<file path="src/rtl/pci_bus_arbiter.sv">
// pci_bus_arbiter
//   Central PCI bus arbiter for up to 8 initiators. Samples active-low REQ_N,
//   drives a registered one-cold GNT_N with round-robin priority, tracks bus
//   ownership from FRAME_N/IRDY_N, revokes grants that go unused for TIMEOUT
//   idle cycles and optionally parks the bus on PARK_ID when nobody requests.
//
// Ports
//   CLK          in   bus clock, rising edge
//   RST          in   synchronous reset, active high
//   REQ_N        in   [N_MASTERS-1:0] requests, active low
//   FRAME_N      in   bus FRAME#, active low
//   IRDY_N       in   bus IRDY#, active low
//   GNT_N        out  [N_MASTERS-1:0] grants, active low, at most one low
//   OWNER        out  [2:0] current bus owner index (valid with OWNER_VLD)
//   OWNER_VLD    out  owner's transaction in progress
//   TIMEOUT_EVT  out  one-cycle pulse when a grant is revoked by timeout
//
// Master indices are 3 bits wide, so N_MASTERS must not exceed 8.

module pci_bus_arbiter #(
  parameter int unsigned N_MASTERS = 8,
  parameter int unsigned TIMEOUT   = 16,
  parameter bit          PARK_EN   = 1'b1,
  parameter int unsigned PARK_ID   = 0
) (
  input  logic                 CLK,
  input  logic                 RST,
  input  logic [N_MASTERS-1:0] REQ_N,
  input  logic                 FRAME_N,
  input  logic                 IRDY_N,
  output logic [N_MASTERS-1:0] GNT_N,
  output logic [2:0]           OWNER,
  output logic                 OWNER_VLD,
  output logic                 TIMEOUT_EVT
);

  localparam int unsigned CW   = $clog2(TIMEOUT + 1);
  localparam logic [2:0]  PARK = 3'(PARK_ID);

  typedef enum logic [1:0] {
    S_IDLE,
    S_GRANT,
    S_BUS_OWNED,
    S_GAP
  } state_t;

  state_t                 r_state,       w_state_nxt;
  logic [N_MASTERS-1:0]   r_gnt_n,       w_gnt_n_nxt;
  logic [2:0]             r_owner,       w_owner_nxt;
  logic                   r_owner_vld,   w_owner_vld_nxt;
  logic                   r_timeout_evt, w_timeout_evt_nxt;
  logic [2:0]             r_last_owner,  w_last_owner_nxt;
  logic [2:0]             r_granted,     w_granted_nxt;
  logic [CW-1:0]          r_cnt,         w_cnt_nxt;
  logic                   r_idle_d;

  logic                   w_bus_idle;
  logic                   w_any_req;
  logic [2:0]             w_winner;
  logic [N_MASTERS-1:0]   w_win_cold;
  logic [N_MASTERS-1:0]   w_park_cold;
  logic [N_MASTERS-1:0]   w_others;
  logic                   w_other_req;
  logic                   w_parked;

  assign w_bus_idle = FRAME_N & IRDY_N;

  // Round-robin search starting just after the last owner; the last owner
  // itself is examined last.
  always_comb begin
    int unsigned idx;
    w_any_req = 1'b0;
    w_winner  = '0;
    for (int unsigned i = 1; i <= N_MASTERS; i++) begin
      idx = (r_last_owner + i) % N_MASTERS;
      if (!w_any_req && !REQ_N[3'(idx)]) begin
        w_any_req = 1'b1;
        w_winner  = 3'(idx);
      end
    end
  end

  always_comb begin
    w_win_cold            = '1;
    w_win_cold[w_winner]  = 1'b0;
    w_park_cold           = '1;
    w_park_cold[PARK]     = 1'b0;
    w_others              = ~REQ_N;
    w_others[r_owner]     = 1'b0;
    w_other_req           = |w_others;
    w_parked              = PARK_EN && !r_gnt_n[PARK];
  end

  always_comb begin
    w_state_nxt       = r_state;
    w_gnt_n_nxt       = r_gnt_n;
    w_owner_nxt       = r_owner;
    w_owner_vld_nxt   = r_owner_vld;
    w_timeout_evt_nxt = 1'b0;
    w_last_owner_nxt  = r_last_owner;
    w_granted_nxt     = r_granted;
    w_cnt_nxt         = r_cnt;

    unique case (r_state)
      S_IDLE: begin
        if (w_parked && !FRAME_N) begin
          // Parked master started a cycle without requesting; parking is not
          // an arbitration win, so priority history is left untouched.
          w_state_nxt     = S_BUS_OWNED;
          w_owner_nxt     = PARK;
          w_owner_vld_nxt = 1'b1;
          w_granted_nxt   = PARK;
        end else if (w_any_req) begin
          if (w_parked && (w_winner != PARK)) begin
            // Moving the grant away from the park master needs a dead cycle.
            w_gnt_n_nxt = '1;
            w_state_nxt = S_GAP;
          end else begin
            w_gnt_n_nxt   = w_win_cold;
            w_granted_nxt = w_winner;
            w_cnt_nxt     = '0;
            w_state_nxt   = S_GRANT;
          end
        end else begin
          w_gnt_n_nxt = PARK_EN ? w_park_cold : '1;
        end
      end

      S_GRANT: begin
        if (!FRAME_N && r_idle_d) begin
          w_state_nxt      = S_BUS_OWNED;
          w_owner_nxt      = r_granted;
          w_owner_vld_nxt  = 1'b1;
          w_last_owner_nxt = r_granted;
        end else if (REQ_N[r_granted]) begin
          w_gnt_n_nxt = '1;
          w_state_nxt = S_GAP;
        end else if (w_bus_idle && (r_cnt == CW'(TIMEOUT - 1))) begin
          w_gnt_n_nxt       = '1;
          w_timeout_evt_nxt = 1'b1;
          w_last_owner_nxt  = r_granted;
          w_state_nxt       = S_GAP;
        end else if (w_bus_idle) begin
          w_cnt_nxt = r_cnt + 1'b1;
        end
      end

      S_BUS_OWNED: begin
        if (REQ_N[r_owner] || w_other_req) begin
          w_gnt_n_nxt = '1;
          w_state_nxt = S_GAP;
        end
      end

      S_GAP: begin
        w_gnt_n_nxt = '1;
        if (w_bus_idle) begin
          w_owner_vld_nxt = 1'b0;
          w_cnt_nxt       = '0;
          w_state_nxt     = S_IDLE;
        end
      end

      default: begin
        w_gnt_n_nxt = '1;
        w_state_nxt = S_IDLE;
      end
    endcase
  end

  always_ff @(posedge CLK) begin
    if (RST) begin
      r_state       <= S_IDLE;
      r_gnt_n       <= '1;
      r_owner       <= '0;
      r_owner_vld   <= 1'b0;
      r_timeout_evt <= 1'b0;
      r_last_owner  <= 3'(N_MASTERS - 1);
      r_granted     <= '0;
      r_cnt         <= '0;
      r_idle_d      <= 1'b0;
    end else begin
      r_state       <= w_state_nxt;
      r_gnt_n       <= w_gnt_n_nxt;
      r_owner       <= w_owner_nxt;
      r_owner_vld   <= w_owner_vld_nxt;
      r_timeout_evt <= w_timeout_evt_nxt;
      r_last_owner  <= w_last_owner_nxt;
      r_granted     <= w_granted_nxt;
      r_cnt         <= w_cnt_nxt;
      r_idle_d      <= w_bus_idle;
    end
  end

  assign GNT_N       = r_gnt_n;
  assign OWNER       = r_owner;
  assign OWNER_VLD   = r_owner_vld;
  assign TIMEOUT_EVT = r_timeout_evt;

endmodule

</file>
<file path="config.mk">
export PLATFORM = sky130hd
export DESIGN_NAME = pci_bus_arbiter
export DESIGN_NICKNAME = d
export VERILOG_FILES = /design/src/rtl/pci_bus_arbiter.sv
export SDC_FILE = /design/constraint.sdc
export NUM_CORES = 1
export LEC_CHECK = 0
export ABC_AREA = 0
export BUFFER_PORTS_ARGS = -buffer_cell sky130_fd_sc_hd__buf_4
export CORE_MARGIN = 3
export CORE_UTILIZATION = 45
export CTS_BUF_LIST = sky130_fd_sc_hd__clkbuf_4
export DETAILED_ROUTE_END_ITERATION = 8
export SLEW_MARGIN = 15
export SYNTH_ARGS = -nofsm -noshare
export SYNTH_HDL_FRONTEND = slang
export SYNTH_SLANG_ARGS = --single-unit
</file>
<file path="constraint.sdc">
create_clock -name CLK -period 4.3 [get_ports CLK]
set_input_delay 0.215 -clock CLK [delete_from_list [all_inputs] [get_ports CLK]]
set_output_delay 0.215 -clock CLK [all_outputs]
set_load 0.01 [all_outputs]
</file>
==> results.json <==
{
  "yosys_warnings": 0,
  "port-buffer-count": 24,
  "first_pass_iters": 5,
  "rsz0062_at_grt": "no",
  "die_x_um": 84.7,
  "max_freq_mhz": 263,
  "via_count": 2580,
  "die_area_mm2": 0.00717,
  "required_ns": 4.54,
  "grt_max_degree": 26,
  "totalNegativeSetupSlack_ns": 0,
  "vias_per_cell": 6.19,
  "final_core_util": 0.504,
  "cts_tree": "done",
  "synth_edf_count": 0,
  "crit_chain": "inv_2 -> ha_1 -> buf_4 -> mux2i_1 -> mux4_2 -> or3b_1 -> o32a_1 -> a2111oi_4 -> buf_4 -> nand3_2 -> o311a_1 -> mux2_2",
  "synth_ff_type": "dfxtp_1",
  "syn_to_final_growth_pct": 7.72,
  "placeableCoreArea_mm2": 0.00596,
  "grt-ovfl-total": 0,
  "synth_compound_area_frac": 0.220,
  "start_kind": "flip-flop",
  "finalWirelength_um": 7210,
  "critical_path_buf_inv_count": 3,
  "final_cell_count_no_fill": 417,
  "p_leak_nw": 1.21,
  "async_flop_share": 0,
  "drive_gt1_frac": 0.187,
  "synth_top_area_cell": "dfxtp_1",
  "antenna_cells": 0,
  "antenna_found_initial": 0,
  "ys_seq_area_frac": 0.194,
  "final-hold-violation-count": 0,
  "cts_num_sinks": 27,
  "ios": 25,
  "synth_area_mm2": 0.00279,
  "cts_root_buf": "clkbuf_4",
  "routedWlPerCell_um": 17.3,
  "fin_skew_ns": 0.00206,
  "critical_path.max_stage_delay_ns": 0.54,
  "synth_top_family_by_area": "simple AND/OR/NAND/NOR gates",
  "synth.area.mux_share": 0.206,
  "yosys-top-cells-area": "dfxtp_1 19%, mux4_2 9.7%, mux2i_1 8.6%",
  "critical_path.most_common_cell": "buf_4",
  "timing.final.ws_setup_ns": 0.494,
  "synth_cell_type_count": 63,
  "remaining_drc_errors": 0,
  "cpMaxStageDelayCell": "ha_1",
  "grt_util_all_layers": 0.199,
  "synthSimpleGateAreaFrac": 0.251,
  "slew_headroom": 0.535,
  "synthXorXnorAreaFrac": 0.0198,
  "clk_latency_ns": 0.33,
  "syn_inst": 335,
  "dp.cells": 413,
  "finalSetupViolations": 0,
  "grt_pass1_wl_um": 12000,
  "cts_buffer_depth": 2,
  "worstSetupPathType": "reg2reg",
  "rows": 28,
  "worst_hold_slack_ns": 0.137,
  "clk_pin_slew_worst_paths_ns": 0.15,
  "tightestPinTransition_ns": 0.697,
  "p_per_area_mw_per_mm2": 336,
  "final_cell_area_mm2": 0.00300,
  "endpoint_kind": "flip-flop",
  "place_hpwl_um": 5190,
  "fin_nets": 364,
  "crit_fanout": 11,
  "arrival_ns": 4.05,
  "power_mw": 1.01,
  "post_cts_resized": 0,
  "fin_crit_sh": 0.885,
  "finalMaxSlewViolations": 0,
  "cts_hold_buf": 0,
  "ir_worst_vdd_uv": 280,
  "post-place-ws_ns": 0.518,
  "place_congestion": 0.886,
  "syn-num-nets": 356,
  "grt_pass1_vias": 2416,
  "synth.ff_latch_count": 27,
  "placed_area_mm2": 0.00297,
  "ant_nets": 0,
  "path_delay_family": "compound AO/OA/AOI/OAI gates",
  "htree_num_levels": 1,
  "drtIter0Drc": 175,
  "initial_utilization": 0.468,
  "post-cts-setup-buffers": 0,
  "maxCapViolCount": 0,
  "hold_path_class": "in2reg",
  "numCtsBuffers": 3,
  "yosys.area_share.adder": 0.0404,
  "postSynthAreaPerCell_um2": 8.32,
  "min_period_ns": 3.81,
  "synth_top_cell_area_share": 0.194,
  "die_h_um": 84.7,
  "status": "finished, final reports clean"
}
## where the power goes
part           total (mW)  internal (mW)  switching, mW
Combinational       0.568          0.234          0.334
Sequential          0.320          0.280         0.0400
Clock               0.119         0.0427         0.0766
Total                1.01          0.557          0.451
## final timing paths
kind	start	end	slack, ns	cells past startpoint
worst max register to register	r_last_owner[0]$_SDFFE_PP1P_	r_cnt[0]$_SDFFE_PP0P_	0.49	12
worst max-delay path	r_last_owner[0]$_SDFFE_PP1P_	r_cnt[0]$_SDFFE_PP0P_	0.49	12
worst min register to register	GNT_N[7]$_SDFFE_PP1P_	GNT_N[7]$_SDFFE_PP1P_	0.51	2
worst min-delay path	RST	r_idle_d$_SDFF_PP0_	0.14	2
## area by class of cell
cell class / instances / area [um^2]
Multi-Input combinational cell: 266 / 2050
Clock buffer: 4 / 30.0
Sequential cell: 27 / 541
Timing Repair Buffer: 31 / 233
Tap cell: 75 / 93.8
Fill cell: 601 / 2950
Inverter: 14 / 52.6
## layer usage
metal  vias up  GRT usage  share of wire  routed length, um
met5         -          0              0                  0
met4         0     0.0230         0.0079                 57
met3         8     0.0343          0.047                337
met2        57      0.309           0.46               3330
met1      1234      0.298           0.48               3480
li1       1281          -              -                  -
## state kept, by name, indices dropped and copies added, names as in the netlist
name          flops
GNT_N             8
r_cnt             5
OWNER             3
r_granted         3
r_last_owner      3
r_state           2
OWNER_VLD         1
TIMEOUT_EVT       1
r_idle_d          1
## cell usage after synthesis, types with 2 or more instances
| master | n |
|---|---|
| nand3b_1 | 5 |
| and2_1 | 5 |
| a31oi_1 | 5 |
| a22oi_1 | 7 |
| nor3_1 | 5 |
| ha_1 | 9 |
| a21oi_1 | 12 |
| o31a_1 | 2 |
| buf_2 | 5 |
| and3_1 | 3 |
| o21ai_0 | 21 |
| mux2_2 | 3 |
| nor4_1 | 7 |
| nand2b_1 | 12 |
| nor3b_1 | 5 |
| mux4_2 | 12 |
| o32ai_1 | 3 |
| o2111ai_1 | 3 |
| o31ai_1 | 4 |
| o22ai_1 | 4 |
| clkbuf_1 | 17 |
| or3b_1 | 2 |
| buf_6 | 2 |
| a22o_1 | 4 |
| o21a_1 | 3 |
| a21boi_0 | 2 |
| buf_4 | 4 |
| nand3_1 | 7 |
| nand2_1 | 32 |
| mux2i_1 | 24 |
| or3b_2 | 2 |
| nor2_1 | 26 |
| nand4_1 | 6 |
| a311o_1 | 3 |
| dfxtp_1 | 27 |
| inv_1 | 13 |
| nor2b_1 | 3 |
## cell families after synthesis
kind of cell    count (synthesis)
flops                          27
buf+inv                        42
mux                            41
xor+xnor                        2
fa+ha+maj                       9
compound gates                 85
simple gates                  129
## layout by cell type, fill, tap and decap left out, drive strengths merged, types with 8 or more instances in the layout
cell type	instances
inv	14
a21oi	12
nand2b	12
ha	9
mux4	12
mux2i	25
nand2	32
nand3	8
o21ai	21
nor2	26
buf	31
dfxtp	27
(Power assumes the default switching activity.)
